<file path="config.mk">
export PLATFORM = sky130hd
export DESIGN_NAME = uart_transmit
export DESIGN_NICKNAME = d
export VERILOG_FILES = /design/src/rtl/uart_transmit.sv
export SDC_FILE = /design/constraint.sdc
export NUM_CORES = 1
export LEC_CHECK = 0
export ABC_AREA = 1
export BUFFER_PORTS_ARGS = -buffer_cell sky130_fd_sc_hd__buf_2
export CAP_MARGIN = 20
export CORE_AREA = 10 10 62 64
export DETAILED_ROUTE_END_ITERATION = 7
export DIE_AREA = 0 0 72 74
export PLACE_DENSITY = 0.77
export REMOVE_ABC_BUFFERS = 1
export SYNTH_ARGS = -nofsm -noshare
export SYNTH_HDL_FRONTEND = slang
export SYNTH_SLANG_ARGS = --single-unit
</file>
<file path="constraint.sdc">
create_clock -name clk -period 2.28 [get_ports clk]
set_input_delay 0.456 -clock clk [delete_from_list [all_inputs] [get_ports clk]]
set_output_delay 0.456 -clock clk [all_outputs]
set_load 0.05 [all_outputs]
</file>
<file path="src/rtl/uart_transmit.sv">
// rtl/uart_transmit.sv - 8N1 UART transmitter with strobe/ack byte input.
// Optional even parity bit when UART_TRANSMIT_PARITY_EN is defined.
module uart_transmit #(
  parameter real BAUD = 9600.0,
  parameter int  FREQ = 12000000
) (
  input  logic       clk,
  input  logic       rst,
  input  logic       stb,
  input  logic [7:0] dat,
  output logic       ack,
  output logic       tx
);

  localparam int DIV = $rtoi(real'(FREQ) / BAUD + 0.5);
  localparam int CW  = (DIV > 1) ? $clog2(DIV) : 1;

`ifdef UART_TRANSMIT_PARITY_EN
  typedef enum logic [2:0] {IDLE, START, DATA, PARITY, STOP} state_t;
`else
  typedef enum logic [1:0] {IDLE, START, DATA, STOP} state_t;
`endif

  state_t        state_q, state_d;
  logic [CW-1:0] div_q, div_d;
  logic [2:0]    bit_q, bit_d;
  logic [7:0]    shift_q, shift_d;
  logic          par_q, par_d;
  logic          ack_q, ack_d;
  logic          tx_q, tx_d;
  logic          bit_end;

  assign bit_end = (div_q == CW'(DIV - 1));

  always_ff @(posedge clk or posedge rst) begin
    if (rst) begin
      state_q <= IDLE;
      div_q   <= '0;
      bit_q   <= '0;
      shift_q <= '0;
      par_q   <= 1'b0;
      ack_q   <= 1'b0;
      tx_q    <= 1'b1;
    end else begin
      state_q <= state_d;
      div_q   <= div_d;
      bit_q   <= bit_d;
      shift_q <= shift_d;
      par_q   <= par_d;
      ack_q   <= ack_d;
      tx_q    <= tx_d;
    end
  end

  always_comb begin
    state_d = state_q;
    div_d   = div_q;
    bit_d   = bit_q;
    shift_d = shift_q;
    par_d   = par_q;
    if (state_q == IDLE) begin
      div_d = '0;
      if (stb) begin
        state_d = START;
        shift_d = dat;
        par_d   = ^dat;
        bit_d   = '0;
      end
    end else if (!bit_end) begin
      div_d = div_q + 1'b1;
    end else begin
      div_d = '0;
      case (state_q)
        START: state_d = DATA;
        DATA: begin
          if (bit_q == 3'd7) begin
`ifdef UART_TRANSMIT_PARITY_EN
            state_d = PARITY;
`else
            state_d = STOP;
`endif
          end else begin
            bit_d   = bit_q + 3'd1;
            shift_d = {1'b0, shift_q[7:1]};
          end
        end
`ifdef UART_TRANSMIT_PARITY_EN
        PARITY: state_d = STOP;
`endif
        STOP:    state_d = IDLE;
        default: state_d = IDLE;
      endcase
    end
  end

  // tx is computed from the upcoming state so the line register changes on the bit edge
  always_comb begin
    ack_d = (state_q == IDLE) && stb;
    tx_d  = 1'b1;
    case (state_d)
      IDLE:   tx_d = 1'b1;
      START:  tx_d = 1'b0;
      DATA:   tx_d = shift_d[0];
`ifdef UART_TRANSMIT_PARITY_EN
      PARITY: tx_d = par_q;
`endif
      STOP:   tx_d = 1'b1;
      default: tx_d = 1'b1;
    endcase
  end

  assign ack = ack_q;
  assign tx  = tx_q;

endmodule

</file>
==> metrics.md <==
| Metric | Value |
|---|---|
| Setup ws final | 0.345 ns |
| Crit-path max FO | 8 |
| Crit share post-route | 84.9% |
| Maximum vdd drop | 350 µV |
| Post-synth ARST share | 100% |
| Setup repair bufs after CTS | 0 |
| Pwr Total | 675 µW |
| Cell Area, Synth | 1490 µm² |
| DRC viols | 0 |
| Internal cell power | 537 µW |
| Cell chain of the critical path | inv_1 > ha_1 > inv_1 > o21ai_0 > inv_1 > ha_1 > inv_1 > a21oi_1 |
| Net switching power | 138 µW |
| Via density | 5.21 |
| Max-cap check violation count | 0 |
| Synth top cells by count | nand2_1, inv_1, dfrtp_1 |
| PostCTS Resize Cnt | 0 |
| Avg WL per Cell | 12.2 µm |
| Non-Filler Instances | 222 |
| P per Cell Area | 422 nW/µm² |
| Core area | 2660 µm² |
| Static leakage | 0.847 nW |
| CP most frequent cell | inv_1 |
| Unrepaired setup endpoints after global routing | false |
| Syn. warnings | 0 |
| Largest net degree at the start of global routing | 27 |
| CP peak stage delay | 0.41 ns |
| Met2 usage | 20.5% |
| Inserted Diodes | 0 |
| M3 GR Usage | 2.26% |
| Clock Sinks | 26 |
| CTS tree | yes |
| Io pins | 13 |
| Buffers on Ports | 12 |
| Clk_lat worst skew | 0.31 ns |
| EDFF count, synth | 0 |
| Register area share after synthesis | 43.8% |
| DIE HEIGHT | 74 µm |
| Most frequent cell after synthesis | nand2_1 |
| Area contributors post-synth | dfrtp_1, nand2_1, inv_1, ha_1, nor2_1 |
| Synth cell types | 29 |
| Worst slack, placed | 0.392 ns |
| Longest Clk Path Bufs | 2 |
| Avg Synthesized Cell Area | 8.40 µm² |
| Area grow syn2layout | 7.65% |
| Hold Vio Cnt, Final | 0 |
| Gpl congestion | 0.896 |
| Die Footprint | 5330 µm² |
| Crit path required time | 2.53 ns |
| H-tree levels | 1 |
| Row cnt | 19 |
| Final #Nets | 211 |
| Number of setup violations in the final report | 0 |
| Worst Setup Start Kind | register |
| Share of layout cells above drive strength 1 | 17.8% |
| Horiz. Die Dim | 72 µm |
| HPWL after DPL | 2170 µm |
| Hold buffer count at CTS | 0 |
| CP endpoint kind | register |
| Sequential power share | 68.3% |
| Final wirelength | 2720 µm |
| Arrival time at the worst endpoint | 2.18 ns |
| Initial drt markers | 90 |
| Switching Share | 20.5% |
| M1 GR Usage | 13.1% |
| Critical path's slowest cell | dfrtp_1 |
| Slew Viols, Final | 0 |
| Yosys reg bits | 26 |
| GRT Util Overall | 11.4% |
| Total number of vias | 1156 |
| TritonRoute pass-1 iters | 4 |
| Yosys top cell area share | 42.1% |
| Top Usage Layer GRT | met2 |
| Clock power frac | 28.8% |
| Remaining antenna violation count | 0 |
| Number of global-route vias before repair | 1249 |
| Top cell type by total area after synthesis | dfrtp_1 |
| Crit Path Category | reg -> reg |
| Worst slew margin | 75.2% |
| Status | finished clean |
| Antenna violations before repair | 0 |
| Slew @ Worst Pin | 0.371 ns |
| Worst Skew | 0.00106 ns |
| Final hold slack | 0.170 ns |
| Num CTS Buffers | 3 |
| Worst-path clk slew | 0.13 ns |
| Setup TNS | 0 ns |
| Fin crit period | 1.94 ns |
| Max frequency | 517 MHz |
| CTS root buf | clkbuf_4 |
| Overflow after GRT | 0 |
| Comb power frac | 2.9% |
| Placed cell count | 218 |
| Worst min path class | in -> async |
| Cells after Synth | 177 |
| Most common flop cell mapped by yosys | dfrtp_1 |
| First-pass GRT wire length | 5100 µm |
| Initial Util | 55.9% |
==> power groups by stage <==
stage	combinational [mW]	clock (mW)	sequential (mW)
3_5_place_dp	0.0206	0	0.470
3_3_place_gp	0.0201	0	0.470
2_1_floorplan	0.00769	0	0.470
5_1_grt	0.0232	0.223	0.461
6_report	0.0197	0.195	0.461
4_1_cts	0.0206	0.208	0.461
==> worst paths after layout <==
check                            from         end  slack, ns  depth (start not counted)
max                        state_q[1]          tx       0.34                          8
min                               rst         ack       0.17                          3
max reg2reg                state_q[1]          tx       0.34                          8
min reg2reg                  div_q[0]    div_q[0]       0.51                          1
max in group asynchronous         rst          tx       1.82                          3
min in group clk               dat[7]  shift_q[7]       0.36                          3
==> worst max-delay path: cells and delay by family, from the launching register on <==
family                     cells  cell delay (ns)
adders and majority gates      2             0.64
DFF                            1             0.41
AOI/OAI and AO/OA              2             0.41
buffers and inverters          4             0.43
==> flip-flops by register name (all words and copies together), names as in the netlist <==
register / flops
ack: 1
bit_q: 3
div_q: 11
shift_q: 8
state_q: 2
tx: 1
==> per-layer routing <==
layer | routed length [µm] | up-vias
met1 | 1260 | 541
met2 | 1370 | 13
met3 | 72 | 2
li1 | - | 600
met5 | 0 | -
met4 | 13 | 0
==> logic make-up (layout without fill, tap and decap cells) <==
family                   Yosys count  after routing  synth area share [%]
adder cells (fa/ha/maj)            8              8                  6.73
AND/OR/NAND/NOR                   87             87                  28.7
AO/OA/AOI/OAI                     20             20                  10.5
flip-flops                        26             26                  43.8
XOR/XNOR                           2              2                  1.18
buffers and inverters             34             48                  9.08
==> stage by stage <==
step / util [%] / instance area [µm²]
detailed placement: 59.2 / 1580
floorplan: - / 1470
finish: 60.2 / 1600
global route: 60.2 / 1600
CTS: 60.2 / 1600
global placement: 59.2 / 1580
==> layout make-up <==
cell class | count | area [µm²]
Fill cell | 245 | 1060
Multi-Input combinational cell | 117 | 701
Sequential cell | 26 | 652
Inverter | 31 | 116
Timing Repair Buffer | 13 | 67.6
Tap cell | 31 | 38.8
Clock buffer | 4 | 26.3
==> cell usage in the layout, fill, tap and decap left out, types with 3 or more instances in the layout <==
cell type,n
o21ai_0,6
o21ai_2,3
inv_1,29
nor3_1,5
buf_2,12
nand2_1,35
ha_1,8
a21oi_1,4
o211ai_2,6
nand3_1,14
dfrtp_1,25
nor2_1,20
clkbuf_4,3
Note: power is estimated with default switching activity, not from simulation.
